$ cat src/rtl/serial_adder.sv
// -----------------------------------------------------------------------------
// serial_adder
//
// Bit-serial 8-bit adder with carry-in. A single full-adder cell is reused over
// eight clock cycles, LSB first. A start/busy/done handshake frames each
// operation, and the registered result is held until the next one completes.
//
// Optional feature (compile-time macro):
//   SERIAL_ADDER_OVF_EN  adds the ovf output (signed overflow of the sum).
//
// Ports:
//   clk    in   1  rising-edge clock
//   rst_n  in   1  asynchronous active-low reset
//   start  in   1  operation request, accepted in IDLE or DONE
//   x      in   8  augend, sampled on the accepting edge
//   y      in   8  addend, sampled on the accepting edge
//   c_in   in   1  carry-in, sampled on the accepting edge
//   busy   out  1  high while the bit loop runs
//   done   out  1  one-cycle pulse when out/c_out are newly valid
//   out    out  8  (x + y + c_in) mod 256, held until the next completion
//   c_out  out  1  carry out of bit 7, held with out
//   ovf    out  1  signed overflow, held with out (SERIAL_ADDER_OVF_EN only)
// -----------------------------------------------------------------------------
module serial_adder (
  input  logic       clk,
  input  logic       rst_n,
  input  logic       start,
  input  logic [7:0] x,
  input  logic [7:0] y,
  input  logic       c_in,
  output logic       busy,
  output logic       done,
  output logic [7:0] out,
  output logic       c_out
`ifdef SERIAL_ADDER_OVF_EN
  ,
  output logic       ovf
`endif
);

  localparam logic [1:0] ST_IDLE = 2'd0;
  localparam logic [1:0] ST_RUN  = 2'd1;
  localparam logic [1:0] ST_DONE = 2'd2;

  logic [1:0] state_q, state_d;
  logic [7:0] a_q, a_d;
  logic [7:0] b_q, b_d;
  logic [7:0] p_q, p_d;
  logic       c_q, c_d;
  logic [2:0] cnt_q, cnt_d;
  logic [7:0] out_q, out_d;
  logic       c_out_q, c_out_d;
`ifdef SERIAL_ADDER_OVF_EN
  logic       ovf_q, ovf_d;
`endif

  // Full-adder cell working on the current LSBs and the running carry.
  logic sum_bit;
  logic carry_next;

  always_comb begin
    sum_bit    = a_q[0] ^ b_q[0] ^ c_q;
    carry_next = (a_q[0] & b_q[0]) | (a_q[0] & c_q) | (b_q[0] & c_q);
  end

  always_comb begin
    // NOTE: every signal gets a hold default first so no path leaves it
    // unassigned; otherwise a latch would be inferred.
    state_d = state_q;
    a_d     = a_q;
    b_d     = b_q;
    p_d     = p_q;
    c_d     = c_q;
    cnt_d   = cnt_q;
    out_d   = out_q;
    c_out_d = c_out_q;
`ifdef SERIAL_ADDER_OVF_EN
    ovf_d   = ovf_q;
`endif

    unique case (state_q)
      ST_IDLE, ST_DONE: begin
        if (start) begin
          a_d     = x;
          b_d     = y;
          c_d     = c_in;
          cnt_d   = 3'd0;
          state_d = ST_RUN;
        end else begin
          state_d = ST_IDLE;
        end
      end

      ST_RUN: begin
        a_d   = {1'b0, a_q[7:1]};
        b_d   = {1'b0, b_q[7:1]};
        c_d   = carry_next;
        p_d   = {sum_bit, p_q[7:1]};
        cnt_d = cnt_q + 3'd1;
        if (cnt_q == 3'd7) begin
          // The last sum bit goes straight to out together with the seven
          // already shifted, so partial sums never appear on out.
          out_d   = {sum_bit, p_q[7:1]};
          c_out_d = carry_next;
`ifdef SERIAL_ADDER_OVF_EN
          // c_q is still the carry into bit 7 on this edge.
          ovf_d   = c_q ^ carry_next;
`endif
          state_d = ST_DONE;
        end
      end

      default: state_d = ST_IDLE;
    endcase
  end

  // NOTE: sequential state uses non-blocking assignments so every flop
  // samples the pre-edge values regardless of statement order.
  always_ff @(posedge clk or negedge rst_n) begin
    if (!rst_n) begin
      state_q <= ST_IDLE;
      a_q     <= '0;
      b_q     <= '0;
      p_q     <= '0;
      c_q     <= 1'b0;
      cnt_q   <= '0;
      out_q   <= '0;
      c_out_q <= 1'b0;
`ifdef SERIAL_ADDER_OVF_EN
      ovf_q   <= 1'b0;
`endif
    end else begin
      state_q <= state_d;
      a_q     <= a_d;
      b_q     <= b_d;
      p_q     <= p_d;
      c_q     <= c_d;
      cnt_q   <= cnt_d;
      out_q   <= out_d;
      c_out_q <= c_out_d;
`ifdef SERIAL_ADDER_OVF_EN
      ovf_q   <= ovf_d;
`endif
    end
  end

  // Status outputs decode the state flops only; no input reaches an output.
  assign busy  = (state_q == ST_RUN);
  assign done  = (state_q == ST_DONE);
  assign out   = out_q;
  assign c_out = c_out_q;
`ifdef SERIAL_ADDER_OVF_EN
  assign ovf   = ovf_q;
`endif

endmodule

$ cat config.mk
export PLATFORM = sky130hd
export DESIGN_NAME = serial_adder
export DESIGN_NICKNAME = d
export VERILOG_FILES = /design/src/rtl/serial_adder.sv
export SDC_FILE = /design/constraint.sdc
export NUM_CORES = 1
export LEC_CHECK = 0
export CAP_MARGIN = 15
export CORE_MARGIN = 4
export CORE_UTILIZATION = 45
export CTS_CLUSTER_SIZE = 16
export DETAILED_ROUTE_END_ITERATION = 12
export PLACE_DENSITY = 0.65
export SYNTH_ARGS = -nofsm -noshare
export SYNTH_HDL_FRONTEND = slang
export SYNTH_SLANG_ARGS = --single-unit
$ cat constraint.sdc
create_clock -name clk -period 1.9 [get_ports clk]
set_input_delay 0.285 -clock clk [delete_from_list [all_inputs] [get_ports clk]]
set_output_delay 0.285 -clock clk [all_outputs]
set_load 0.01 [all_outputs]
==> flow_summary.ini <==
[sta]
relSlewSlack_pct = 68.4
hold_viol_final = 0
max_freq_mhz = 556
setup_tns_ns = 0
finClkSkew_ns = 0.00579
tightest_slew_ns = 0.474
setup_viol_count_final = 0
finalCritPeriodShare_pct = 94.7
rsz0062_at_grt = no
slew_violations = 0
holdWs_ns = 0.0310
final.min_clock_period_ns = 1.80

[routing]
firstDrtPassIters = 4
ant_nets = 0
viasPerCell = 5.17
routed_wl_um = 3410
vias = 1281
wl_per_cell_um = 13.7
route.detailed.drc = 0
drt_iter0_drc = 50

[die]
die_area_mm2 = 0.00521
fp-row-count = 23
core_mm2 = 0.00400
initial_core_util_pct = 46.3
dieHeight_um = 72.2
dieWidth_um = 72.2
ios = 31

[synthesis]
ys_ff_latch = 38
yosysTopAreaCellShare_pct = 51.3
synth_cells = 163
ys_types = 23
yosysTopAreaCell = dfrtp_1
seq_area_frac_synth_pct = 51.3
postSynthAreaPerCell_um2 = 11.4
synthesis.area_mm2 = 0.00185
synth.net_count = 186
yosysWarnings = 0
synthTopCellsByArea = dfrtp_1 (51%), mux2i_1 (9.7%), mux2_4 (7.3%)

[final_layout]
diodes = 0
drive_above_1_share_pct = 13.6
layoutNonFillerInstCount = 248
finalCoreUtilization_pct = 57.6
final_common_cell = dfrtp_1
layout_common_cells = dfrtp_1 (38), clkdlybuf4s50_1 (29), nand2_1 (24)
fill_cells = 333
area_growth_pct = 24.4
fin_nets = 220

[critical_path]
critPathMaxFanout = 10
arrival_ns = 1.51
path_cells = nand2b_4, inv_8, clkdlybuf4s50_1
cp-start-kind = flop
worstRegToRegCells = 4
timing.rr.start = cnt_q[0]$_DFFE_PN0P_
critPathMaxStageDelay_ns = 0.54
path_buf_inv = 2
reg2reg_to = out[2]$_DFFE_PN0P_
ff2ff_setup_slack_ns = 0.45
crit_path_end_kind = primary output
crit_type = flop to primary output
cpLargestDelayFamily = buffers and inverters
cp.required_ns = 1.62
critPathSlowestCell = clkdlybuf4s50_1

[grt]
grt_pass1_wl_um = 5980
grt_max_degree = 39
antenna_found_initial = 0
grt_usage_pct = 14.7
grt_overflow = 0
grt_pass1_vias = 1319

[clock_network]
cts.clk_slew.worst_paths_ns = 0.07
numCtsBuffers = 5
hold_buffers = 0
tritoncts = built
clk_latency_ns = 0.29
clockRootBuffer = clkbuf_8
cts.sinks = 38
cts_buffer_depth = 2
h-tree-depth = 2

[placement]
dp.cells = 237
globalplace.congestion = 0.683
io_buffers = 30
dp_hpwl_um = 2320

[power]
leakage_nw = 1.00
power.density_mw_per_mm2 = 1510
max-vdd-ir-drop_mv = 0.573

[run_status]
status = finished, final reports clean

[hold_path]
hp-class = input pin to asynchronous set/reset pin

[job]
maxCapViolations = 0
==> cells in the mapped netlist <==
master    instances
nand3_1           4
nor2b_1          15
dfrtp_1          38
nand2_8           1
nor2_1            1
mux2i_1          18
o21ai_0           5
buf_2             3
inv_1             2
nand2_1          24
a32oi_1           1
nand2b_4          1
a211oi_1         14
buf_4             4
nand2b_1          1
fa_1              1
o21ai_1           1
ha_1              2
a21oi_1          14
clkinv_4          1
mux2_4            9
buf_6             1
clkbuf_1          2
==> kinds of logic (layout without fill, tap and decap cells) <==
kind of cell / Yosys count / in the layout / share of synthesized area (%)
buf+inv: 13 / 48 / 4.32
compound gates: 35 / 35 / 11.5
flops: 38 / 38 / 51.3
simple gates: 47 / 47 / 13.4
fa+ha+maj: 3 / 3 / 2.43
mux: 27 / 27 / 17.0
==> state kept, by name (all words and copies together) (netlist names) <==
register	count
out	8
state_q	2
c_q	1
p_q	7
c_out	1
cnt_q	3
b_q	8
a_q	8
==> timing repair <==
| action | in CTS | in global routing |
|---|---|---|
| endpoints found under the hold margin | 0 | 0 |
| resized for setup | 0 | 1 |
| setup endpoints to repair | 0 | 1 |
| buffers inserted | 0 | 3 |
==> area by class of cell <==
| cell class | count | area [um2] | share of cell area, % |
|---|---|---|---|
| Sequential cell | 38 | 951 | 41.2 |
| Multi-Input combinational cell | 112 | 822 | 35.6 |
| Timing Repair Buffer | 37 | 360 | 15.6 |
| Clock buffer | 7 | 86.3 | 3.74 |
| Tap cell | 50 | 62.6 | 2.71 |
| Inverter | 3 | 18.8 | 0.814 |
| Clock inverter | 1 | 5.00 | 0.217 |
==> stage by stage <==
| stage | setup WS (ns) | power, mW | cell area, um2 |
|---|---|---|---|
| 2_1_floorplan | 0.545 | 2.42 | 1850 |
| 3_3_place_gp | 0.387 | 2.82 | 2190 |
| 3_5_place_dp | 0.365 | 2.90 | 2190 |
| 4_1_cts | 0.0426 | 3.47 | 2280 |
| 5_1_grt | 0.0403 | 3.77 | 2310 |
| 6_report | 0.101 | 3.48 | 2310 |
==> where the power goes <==
group,switching [mW],internal (mW)
Sequential,0.267,1.19
Clock,0.270,0.293
Combinational,0.666,0.792
Total,1.20,2.28
==> layer usage <==
layer | routed length, um | track usage (%)
met1 | 1560 | 17.8
met5 | 0 | 0
met2 | 1630 | 23.9
met3 | 168 | 4.02
met4 | 49 | 7.52
==> worst reg2reg max path, cell delays in order (launching register included) <==
cell and delay [ns]:
dfrtp_1 0.41, ha_1 0.21, ha_1 0.26, nand2_8 0.15, mux2_4 0.31
==> how the worst max path moves through the flow <==
| stage | from | end | slack, ns | cells past startpoint |
|---|---|---|---|---|
| floorplan | cnt_q[0]$_DFFE_PN0P_ | c_out$_DFFE_PN0P_ | 0.55 | 4 |
| global placement | state_q[1]$_DFFE_PN0P_ | busy | 0.39 | 3 |
| detailed placement | state_q[1]$_DFFE_PN0P_ | busy | 0.37 | 3 |
| CTS | state_q[1]$_DFFE_PN0P_ | busy | 0.04 | 3 |
| global route | state_q[1]$_DFFE_PN0P_ | busy | 0.04 | 3 |
| finish | state_q[1]$_DFFE_PN0P_ | busy | 0.10 | 3 |
Note: power is estimated with default switching activity, not from simulation.
==> RTL edit, RTL diff (same flow settings) <==
Put a register stage on the outputs `busy` and `done`, without a reset. The values now appear one clock later. The other outputs are not delayed to match. Comments in the files are not updated.
--- a/src/rtl/serial_adder.sv
+++ b/src/rtl/serial_adder.sv
@@ -145,8 +145,10 @@
   end
 
   // Status outputs decode the state flops only; no input reaches an output.
-  assign busy  = (state_q == ST_RUN);
-  assign done  = (state_q == ST_DONE);
+  always_ff @(posedge clk) begin
+    busy <= (state_q == ST_RUN);
+    done <= (state_q == ST_DONE);
+  end
   assign out   = out_q;
   assign c_out = c_out_q;
 `ifdef SERIAL_ADDER_OVF_EN
Formal check against the unedited RTL: not equivalent (Yosys sat finds a counterexample within 4 cycles, from zero or initial values and one cycle with rst_n low).
==> RTL edit against the unedited design <==
Worst setup slack improved by 320 ps; total power rose by 3.1%; clock skew rose by 4.4 ps; synthesized cell count rose by 1.2%; die area rose by 1.9%; synthesized area rose by 2.2%; routed wire length rose by 3.1%; highest routed layer unchanged; critical path depth fell by 2; first-iteration DRC count fell by 8.0%; largest power group unchanged; critical endpoint is now out[7]; design area rose by 1.5%; sequential cell count rose by 2.
==> RTL edit: results (changes against the unedited design) <==
INFO  metric detailedRoute.firstIterationViolations = 46 (was 50)
INFO  metric layout-drive-gt1-share = 12.7% (was 13.6%)
INFO  metric tightest_slew = 484 ps (was 474 ps)
INFO  metric finalNetCount = 219 (was 220)
INFO  metric critical_path.max_fanout = 2 (was 10)
INFO  metric finalWeightedCongestion = 0.745 (was 0.683)
INFO  metric synthArstFlopShare = 95.0% (was 100%)
INFO  metric post_synth_most_frequent_cells = 38 x sky130_fd_sc_hd__dfrtp_1, 24 x sky130_fd_sc_hd__nand2_1, 18 x sky130_fd_sc_hd__mux2i_1, 15 x sky130_fd_sc_hd__nor2b_1 (unchanged)
INFO  metric start_util = 47.0% (was 46.3%)
INFO  metric avgRoutedWirePerCell = 14.2 um (was 13.7 um)
INFO  metric synth.distinct_cells = 24 (was 23)
INFO  metric fin_cells = 247 (was 248)
INFO  metric leakage = 0.00101 uW (was 0.00100 uW)
INFO  metric synth_fp_nets = 188 (was 186)
INFO  metric delay_of_the_slowest_critical_path_stage = 540 ps (about the same)
INFO  metric worst_path_dominant_cell_family = buffers and inverters (unchanged)
INFO  metric clock-skew-final = 10.2 ps (was 5.79 ps)
INFO  metric placedCellCount = 239 (was 237)
INFO  metric clock_pin_slew_of_the_registers_on_the_worst_case_setup_and_hold_paths = 80 ps
INFO  metric postSynthCellCount = 165 (was 163)
INFO  metric ys_seq_area_share = 52.3% (was 51.3%)
INFO  metric outcome = completed (unchanged)
INFO  metric number_of_global_route_vias_before_repair = 1336 (was 1319)
INFO  metric number_of_buffers_created_by_cts = 5 (unchanged)
INFO  metric synth-xor-area-share = 0% (unchanged)
INFO  metric synthesis.yosys.warnings = 0 (unchanged)
INFO  metric synth_area_leaders = sky130_fd_sc_hd__dfrtp_1 50%, sky130_fd_sc_hd__mux2i_1 9.5%, sky130_fd_sc_hd__mux2_4 7.1% (was sky130_fd_sc_hd__dfrtp_1 51%, sky130_fd_sc_hd__mux2i_1 9.7%, sky130_fd_sc_hd__mux2_4 7.3%)
INFO  metric grt_pass1_wl = 6180 um (was 5980 um)
INFO  metric holdBufCountCts = 0 (unchanged)
INFO  metric worst_ir_drop_vdd = 649 uV (was 573 uV)
INFO  metric vias_per_cell = 5.15 (was 5.17)
INFO  metric synth_fa_ha_area_share = 2.38% (was 2.43%)
INFO  metric num_antenna_cells = 0 (unchanged)
INFO  metric fillerInstances = 352 (was 333)
INFO  metric cts.htree.levels = 2 (unchanged)
INFO  metric dp.final_hpwl = 2350 um (was 2320 um)
INFO  metric groute.usage.overall = 15.2% (was 14.7%)
INFO  metric post_synth_mux_area_share = 16.7% (was 17.0%)
INFO  metric critPathArrivalTime = 1190 ps (was 1510 ps)
INFO  metric compound_gate_portion_of_the_synthesized_area = 11.3% (was 11.5%)
RTL edit: cell count changes after synthesis, sizes merged:
| cell | change |
|---|---|
| dfxtp | +2 |
RTL edit: per-layer routing:
layer  global-route usage (%)  share of wire [%]
met2                     25.2                 50
met1                     18.5                 44
met3                     4.41                4.9
met4                     6.35               0.85
met5                        0                  0
RTL edit: worst paths after layout:
kind / startpoint / to / depth (start not counted) / slack [ps]
max in group asynchronous: rst_n / a_q[4] / 2 / 1520
worst max register to register: cnt_q[0] / out[0] / 4 / 450
worst min register to register: p_q[1] / p_q[1] / 2 / 490
worst max-delay path: out[7] / out[7] / 1 / 420
min in group clk: p_q[1] / p_q[1] / 2 / 490
worst min-delay path: rst_n / out[0] / 2 / 40
RTL edit: stage by stage:
step | setup WS (ps) | cell area, um2 | utilization, %
6_report | 422 | 2340 | 58.1
5_1_grt | 369 | 2340 | 58.1
4_1_cts | 398 | 2340 | 58.1
3_5_place_dp | 377 | 2230 | 55.3
3_3_place_gp | 443 | 2230 | 55.3
2_1_floorplan | 545 | 1890 | -
RTL edit: where the power goes:
| part | leakage [uW] | internal, uW | switching, uW | total [uW] |
|---|---|---|---|---|
| registers | 0.000481 | 1240 | 264 | 1510 |
| logic | 0.000473 | 742 | 654 | 1400 |
| clock network | 0.0000541 | 389 | 293 | 682 |
RTL edit: layout make-up:
type / count / share of cell area, %
clock buffer: 5 / 2.94
clock inverter: 3 / 1.82
inverter: 3 / 0.695
multi-input combinational: 112 / 35.1
sequential: 40 / 42.3
tap: 50 / 2.67
timing repair buffer: 34 / 14.4
RTL edit: cells by family after synthesis:
family	after synthesis
AND/OR/NAND/NOR	47
buffers and inverters	13
adder cells (fa/ha/maj)	3
multiplexers	27
AO/OA/AOI/OAI	35
flip-flops	40
